[src/rtl/lc3b_types.sv]
// rtl/lc3b_types.sv - shared LC-3b word, opcode and write-mask types
package lc3b_types;

   typedef logic [15:0] lc3b_word;
   typedef logic [1:0]  lc3b_mem_wmask;

   typedef enum logic [3:0] {
      op_br   = 4'b0000,
      op_add  = 4'b0001,
      op_ldb  = 4'b0010,
      op_stb  = 4'b0011,
      op_jsr  = 4'b0100,
      op_and  = 4'b0101,
      op_ldr  = 4'b0110,
      op_str  = 4'b0111,
      op_rti  = 4'b1000,
      op_not  = 4'b1001,
      op_ldi  = 4'b1010,
      op_sti  = 4'b1011,
      op_jmp  = 4'b1100,
      op_shf  = 4'b1101,
      op_lea  = 4'b1110,
      op_trap = 4'b1111
   } lc3b_opcode;

endpackage

[src/rtl/lc3b_mem_seq_if.sv]
// rtl/lc3b_mem_seq_if.sv - word-organised memory port between sequencer and memory
interface lc3b_mem_seq_if;
   import lc3b_types::*;

   logic          mem_read;
   logic          mem_write;
   lc3b_word      mem_address;
   lc3b_word      mem_wdata;
   lc3b_mem_wmask mem_byte_enable;
   logic          mem_resp;
   lc3b_word      mem_rdata;

   modport master (
      output mem_read, mem_write, mem_address, mem_wdata, mem_byte_enable,
      input  mem_resp, mem_rdata
   );

   modport slave (
      input  mem_read, mem_write, mem_address, mem_wdata, mem_byte_enable,
      output mem_resp, mem_rdata
   );
endinterface

[src/rtl/lc3b_mem_seq.sv]
// rtl/lc3b_mem_seq.sv - multi-cycle LC-3b load/store sequencer with indirect and byte accesses
module lc3b_mem_seq
   import lc3b_types::*;
#(
   parameter bit LDB_SEXT = 1'b1
) (
   input  logic           clk,
   input  logic           rst_n,
   input  logic           req,
   input  lc3b_opcode     op,
   input  lc3b_word       addr,
   input  lc3b_word       wdata,
   output logic           busy,
   output logic           done,
   output logic           err,
   output lc3b_word       rdata,
   lc3b_mem_seq_if.master mem
);

   typedef enum logic [1:0] {IDLE, PTR, ACC, DONE} state_t;

   state_t     state, state_nxt;
   lc3b_opcode op_q;
   lc3b_word   addr_q;
   lc3b_word   wdata_q;
   logic       err_q;

   logic       op_is_mem;
   logic       is_load;
   logic       is_store;
   logic       is_byte;
   logic [7:0] byte_sel;

   always_comb begin
      op_is_mem = 1'b0;
      case (op)
         op_ldr, op_ldb, op_ldi, op_str, op_stb, op_sti: op_is_mem = 1'b1;
         default:                                         op_is_mem = 1'b0;
      endcase
      is_load  = (op_q == op_ldr) || (op_q == op_ldb) || (op_q == op_ldi);
      is_store = (op_q == op_str) || (op_q == op_stb) || (op_q == op_sti);
      is_byte  = (op_q == op_ldb) || (op_q == op_stb);
      byte_sel = addr_q[0] ? mem.mem_rdata[15:8] : mem.mem_rdata[7:0];
   end

   always_comb begin
      state_nxt = state;
      case (state)
         IDLE: begin
            if (req) begin
               case (op)
                  op_ldi, op_sti:                 state_nxt = PTR;
                  op_ldr, op_ldb, op_str, op_stb: state_nxt = ACC;
                  default:                        state_nxt = DONE;
               endcase
            end
         end
         PTR:     if (mem.mem_resp) state_nxt = ACC;
         ACC:     if (mem.mem_resp) state_nxt = DONE;
         DONE:    state_nxt = IDLE;
         default: state_nxt = IDLE;
      endcase
   end

   // Strobes depend only on registered state; address/data come from the capture registers.
   always_comb begin
      busy                = (state != IDLE);
      done                = (state == DONE);
      err                 = (state == DONE) && err_q;
      mem.mem_read        = (state == PTR) || ((state == ACC) && is_load);
      mem.mem_write       = (state == ACC) && is_store;
      mem.mem_address     = {addr_q[15:1], 1'b0};
      mem.mem_wdata       = wdata_q;
      mem.mem_byte_enable = 2'b00;
      if (state == ACC) begin
         if (is_byte) begin
            mem.mem_address     = addr_q;
            mem.mem_wdata       = {wdata_q[7:0], wdata_q[7:0]};
            mem.mem_byte_enable = addr_q[0] ? 2'b10 : 2'b01;
         end else begin
            mem.mem_byte_enable = 2'b11;
         end
      end
   end

   always_ff @(posedge clk or negedge rst_n) begin
      if (!rst_n) begin
         state   <= IDLE;
         op_q    <= op_br;
         addr_q  <= '0;
         wdata_q <= '0;
         err_q   <= 1'b0;
         rdata   <= '0;
      end else begin
         state <= state_nxt;
         case (state)
            IDLE: begin
               if (req) begin
                  op_q    <= op;
                  addr_q  <= addr;
                  wdata_q <= wdata;
                  err_q   <= !op_is_mem;
               end
            end
            PTR: begin
               if (mem.mem_resp) addr_q <= mem.mem_rdata;
            end
            ACC: begin
               if (mem.mem_resp && is_load) begin
                  if (is_byte)
                     rdata <= {{8{LDB_SEXT & byte_sel[7]}}, byte_sel};
                  else
                     rdata <= mem.mem_rdata;
               end
            end
            default: ;
         endcase
      end
   end

endmodule

[src/flat_wrapper.sv]
// flat-port wrapper written by rule: the top's interface ports become plain ports
module lc3b_mem_seq_flat import lc3b_types::*;
#(
   parameter bit LDB_SEXT = 1'b1
)
  (clk, rst_n, req, op, addr, wdata, busy, done, err, rdata, mem_mem_read, mem_mem_write, mem_mem_address, mem_mem_wdata, mem_mem_byte_enable, mem_mem_resp, mem_mem_rdata);
  lc3b_mem_seq_if mem_i ();
  input  logic clk;
  input  logic rst_n;
  input  logic req;
  input  lc3b_opcode op;
  input  lc3b_word addr;
  input  lc3b_word wdata;
  output logic busy;
  output logic done;
  output logic err;
  output lc3b_word rdata;
  output wire logic [$bits(mem_i.mem_read)-1:0] mem_mem_read;
  output wire logic [$bits(mem_i.mem_write)-1:0] mem_mem_write;
  output wire logic [$bits(mem_i.mem_address)-1:0] mem_mem_address;
  output wire logic [$bits(mem_i.mem_wdata)-1:0] mem_mem_wdata;
  output wire logic [$bits(mem_i.mem_byte_enable)-1:0] mem_mem_byte_enable;
  input wire logic [$bits(mem_i.mem_resp)-1:0] mem_mem_resp;
  input wire logic [$bits(mem_i.mem_rdata)-1:0] mem_mem_rdata;
  assign mem_mem_read = mem_i.mem_read;
  assign mem_mem_write = mem_i.mem_write;
  assign mem_mem_address = mem_i.mem_address;
  assign mem_mem_wdata = mem_i.mem_wdata;
  assign mem_mem_byte_enable = mem_i.mem_byte_enable;
  assign mem_i.mem_resp = mem_mem_resp;
  assign mem_i.mem_rdata = mem_mem_rdata;
  lc3b_mem_seq #(.LDB_SEXT(LDB_SEXT)) u_core (.clk(clk), .rst_n(rst_n), .req(req), .op(op), .addr(addr), .wdata(wdata), .busy(busy), .done(done), .err(err), .rdata(rdata), .mem(mem_i));
endmodule
[config.mk]
export PLATFORM = sky130hd
export DESIGN_NAME = lc3b_mem_seq_flat
export DESIGN_NICKNAME = d
export VERILOG_FILES = /design/src/rtl/lc3b_types.sv /design/src/rtl/lc3b_mem_seq_if.sv /design/src/rtl/lc3b_mem_seq.sv /design/src/flat_wrapper.sv
export SDC_FILE = /design/constraint.sdc
export NUM_CORES = 1
export LEC_CHECK = 0
export CORE_UTILIZATION = 46
export CTS_BUF_LIST = sky130_fd_sc_hd__clkbuf_2
export CTS_CLUSTER_SIZE = 10
export DETAILED_ROUTE_END_ITERATION = 10
export GPL_ROUTABILITY_DRIVEN = 1
export PLACE_DENSITY = 0.83
export SKIP_CTS_REPAIR_TIMING = 1
export SLEW_MARGIN = 20
export SYNTH_ARGS = -nofsm -noshare
export SYNTH_HDL_FRONTEND = slang
export SYNTH_SLANG_ARGS = --single-unit
[constraint.sdc]
create_clock -name clk -period 3.61 [get_ports clk]
set_input_delay 0.361 -clock clk [delete_from_list [all_inputs] [get_ports clk]]
set_output_delay 0.361 -clock clk [all_outputs]
set_load 0.02 [all_outputs]
== Yosys cells after proc, flatten, opt, wreduce, memory -nomap -nowiden ==
Cells that the tools add are included.

* Register bits: 55
* Input bits: 56
* Output and inout bits: 55
* Logic and storage cells: 63

* Eq/ne operators: 18
* Muxes and demuxes: 18
* Reduce and logical (&&, ||, !) cells: 21

{| class="wikitable"
|+ Operator list
! cell !! number
|-
| two-way mux 16 bit || 5
|-
| case mux 16 bit (2 select lines) || 1
|-
| == test 4 x 2 -> 1 bit (second input constant) || 4
|-
| == test 4 x 3 -> 1 bit (second input constant) || 4
|-
| == test 4 bit (second input constant) || 4
|-
| two-way mux 2 bit || 6
|-
| two-way mux 8 bit || 1
|-
| case mux 2 bit (4 select lines) || 1
|-
| logical OR 1 bit || 6
|-
| inequality test 2 bit (second input constant) || 3
|-
| AND reduction 3 bit || 2
|-
| OR reduction 6 bit || 1
|-
| == test 2 bit (second input constant) || 2
|-
| logical AND 1 bit || 4
|-
| case mux 2 bit (2 select lines) || 1
|-
| AND reduction 2 bit || 2
|-
| nonzero test 2 bit || 2
|-
| OR reduction 4 bit || 1
|-
| two-way mux 1 bit || 3
|-
| == test 2 x 1 -> 1 bit (second input constant) || 1
|-
| zero test 2 bit || 1
|-
| OR reduction 2 bit || 1
|-
| zero test 1 bit || 1
|}

== Longest topological paths before layout ==
* Depth in word-level cells: 5
* Depth in mapped cells: 6
* Depth with buffers taken out: 5

== Worst setup path after synthesis ==
No wires, ideal clock.

* Kind: flip-flop to output port
* Start point: register u_core.state[0]
* End point: output port mem_mem_wdata[10]
* Data arrival time: 1.621 ns
* Required time: 3.249 ns
* Path slack: 1.628 ns
* Stages on the path, launching flop included: 6
* Path through: dfrtp_1 inv_1 ha_1 nand2_2 nor3_2 mux2_2

* Longest elaborated chain between the ends: 2

{| class="wikitable"
|+ RTL lines
! element !! line !! source
|-
| from (decl) || lc3b_mem_seq.sv:22 || <nowiki>state_t state, state_nxt;</nowiki>
|-
| from (signal assigned) || lc3b_mem_seq.sv:95 || <nowiki>state <= state_nxt;</nowiki>
|-
| == test 2 bit || lc3b_mem_seq.sv:75 || <nowiki>if (state == ACC) begin</nowiki>
|-
| two-way mux 16 bit || lc3b_mem_seq.sv:75 ||
|-
| to (decl) || flat_wrapper.sv:21 || <nowiki>output wire logic [$bits(mem_i.mem_wdata)-1:0] mem_mem_wdata;</nowiki>
|}

Every way passes these cells.

== Worst setup path in the final report ==
Ends and elaborated chain as after synthesis.

==> results by group <==
Placement
  – IO buf count: 110
  – RD Place Congestion: 0.778
  – Dpl hpwl: ~4800 microns

Logic synthesis
  – Unique masters post-synth: 27
  – Count leader, synth: mux2_2
  – Cells after Synth: 220
  – Seq/Total Area, Yosys: 0.468
  – Synth top area share: 0.468
  – Netlist Area Pre-Place: ~0.003 sq mm
  – Number of synthesized flops with an enable pin: 0
  – Yosys reg bits: 55
  – Synth async-reset ratio: 1.00
  – Commonest cells post-synth: 91 x mux2_2, 55 x dfrtp_1, 23 x buf_4, 7 x inv_1
  – Syn_nets: 281
  – Yosys warns: 0
  – Synth area leader: dfrtp_1
  – Prevailing post-synth register cell: dfrtp_1
  – Largest cells by area after synthesis: dfrtp_1 47%, mux2_2 35%, buf_4 5.9%
  – Synthesized area per cell: 13.4 sq um

Route
  – Via/cell ratio: 5.06
  – Residual DRC count: 0
  – Total routed wirelength: 6250 microns
  – WL/cell: 16.1 microns
  – Final ANT Viol Nets: 0
  – DR vias: 1957
  – Drt pass-1 iters: 4
  – Iter 0 DRT Violations: 49

Die
  – Core area: 0.00603 sq mm
  – Die span in x: 82.0 microns
  – Die Area: 0.00672 sq mm
  – Initial Util: 0.488
  – Rows: 28
  – Die height: approximately 82 microns
  – Io pins: 111

Global route
  – Total track usage: 0.200
  – Initial antenna violation count: 0
  – Grt ovf: 0
  – Largest net degree at the start of global routing: 30
  – Global-route wire length before repair: 9880 microns
  – Vias in the first global route: 1970

Timing
  – Tightest Pin Transition: 0.899 ns
  – Fin. max-slew vios: 0
  – RSZ-0062 raised after global routing: false
  – FMAX: 301 MHz
  – Final min period: 3.32 ns
  – Post-Route Skew: 0.0339 ns
  – Relative slew slack: 0.399
  – Setup_tns: 0 ns
  – Final Cycle Share: 0.920
  – Final hold viol count: 0
  – WHS: 0.452 ns
  – Final Setup Violations: 0

Power and ir drop
  – P per Cell Area: 864 mW/mm^2
  – Sw frac: 0.383
  – Reg power frac: 0.329
  – Cell Int Power: 2.13 mW
  – Logic pwr share: 0.605
  – Pleak: 1.65 nW
  – Sw power: 1.32 mW
  – Maximum vdd drop: 0.000593 V
  – Clk pwr share: 0.066

Worst hold path
  – Hold WC Path Type: input pin to asynchronous set/reset pin

Setup path
  – Worst Path Arrival: roughly 3 ns
  – Crit Path Class: flip-flop to output pin
  – Worst Path Required: ~3.3 ns
  – CP Capture Type: output pin
  – Crit-path max FO: 8
  – Worst setup SP type: flip-flop

Clock tree
  – CTS Sinks: 55
  – Worst-path clk slew: 0.27 ns
  – CTS Buf Count: 5
  – CTS tree: yes
  – H-tree depth: 2
  – Clk Latency, worst-skew pair: 0.43 ns
  – CTS root buffer: clkbuf_2
  – Clock Tree Buf Depth: 2

Status
  – Status: finished, final reports clean

Job
  – Max Cap Viol: 0

Final layout
  – Share of cells above drive strength 1: 0.349
  – Area Growth Syn to Fin: 36.1%
  – Nets: 372
  – N_diodes: 0
==> flip-flops by register name, indices dropped and copies added, names as in the netlist <==
register and count:
u_core.addr_q 16, u_core.rdata 16, u_core.err_q 1, u_core.op_q 4, u_core.state 2, u_core.wdata_q 16
==> worst paths after layout <==
kind / from / end / slack, ns / cells past startpoint
worst max register to register: u_core.state[1]$_DFFE_PN0P_ / u_core.addr_q[1]$_DFFE_PN0P_ / 1.31 / 7
max in group asynchronous: rst_n / u_core.wdata_q[2]$_DFFE_PN0P_ / 2.36 / 3
min in group clk: u_core.err_q$_DFFE_PN0P_ / u_core.err_q$_DFFE_PN0P_ / 0.51 / 1
worst max-delay path: u_core.state[0]$_DFFE_PN0P_ / mem_mem_wdata[10] / 0.29 / 6
worst min-delay path: rst_n / u_core.addr_q[3]$_DFFE_PN0P_ / 0.45 / 2
worst min register to register: u_core.err_q$_DFFE_PN0P_ / u_core.err_q$_DFFE_PN0P_ / 0.51 / 1
==> worst max-delay path, cell delays in order (launching register included) <==
cell and delay (ns):
dfrtp_1 0.49, inv_1 0.13, ha_1 0.26, nand2_2 0.13, nor3_2 0.57, mux2_2 0.42, clkdlybuf4s50_1 0.54
==> power by group through the flow <==
stage               combinational [mW]  sequential [mW]  clock [mW]
global route                      2.23             1.19       0.261
finish                            2.09             1.14       0.227
detailed placement                2.11             1.16           0
floorplan                         1.36             1.19           0
CTS                               2.12             1.14       0.236
global placement                  2.07             1.14           0
==> metal layers <==
metal  track usage  wire, microns  vias up
met2         0.349           3360       53
li1              -              -      939
met5             0              0        -
met1         0.247           2530      961
met3        0.0422            300        4
met4        0.0579             58        0
==> stage by stage <==
stage | power [mW] | utilization | area (sq um) | setup WS [ns] | cells
after floorplan | 2.55 | - | 2940 | 1.63 | 220
after global placement | 3.21 | 0.656 | 3950 | 0.901 | 378
after detailed placement | 3.27 | 0.656 | 3950 | 0.793 | 378
after CTS | 3.50 | 0.662 | 3990 | 0.241 | 386
after global routing | 3.68 | 0.664 | 4000 | 0.0574 | 387
final | 3.46 | 0.664 | 4000 | 0.289 | 387
==> cells in the final DEF, fill, tap and decap left out <==
master           count
a21oi_1              2
nor2_1               2
buf_2                1
clkinv_1             2
ha_1                 5
o21ai_0              2
nand4b_1             1
and2_1               2
dlygate4sd3_1        1
a2111oi_4            1
a21o_1               2
buf_4                5
mux2_2              91
dfrtp_1             55
mux2i_1              4
nor4bb_2             1
nor2b_1              2
clkdlybuf4s50_1    109
clkbuf_2             6
nor3b_2              1
a31oi_1              1
nor4_1               1
a21oi_2              1
nand2_2              1
nor3_2               1
nor4b_1              1
inv_1                7
o22ai_1              1
nand2_1              3
==> cell type report <==
cell class / count / area, sq um
Fill cell: 465 / 2020
Sequential cell: 55 / 1380
Multi-Input combinational cell: 126 / 1320
Timing Repair Buffer: 116 / 1140
Tap cell: 75 / 93.8
Clock buffer: 6 / 30.0
Inverter: 7 / 26.3
Clock inverter: 2 / 7.51
==> cells by family (layout without fill, tap and decap cells) <==
logic type / after synthesis / in the layout / share of synthesized area
AO/OA/AOI/OAI: 10 / 10 / 0.0285
multiplexers: 95 / 95 / 0.362
buffers and inverters: 39 / 131 / 0.0838
adder cells (fa/ha/maj): 5 / 5 / 0.0213
AND/OR/NAND/NOR: 16 / 16 / 0.0362
flip-flops: 55 / 55 / 0.468
No activity file was read; power rests on OpenSTA's default activity.
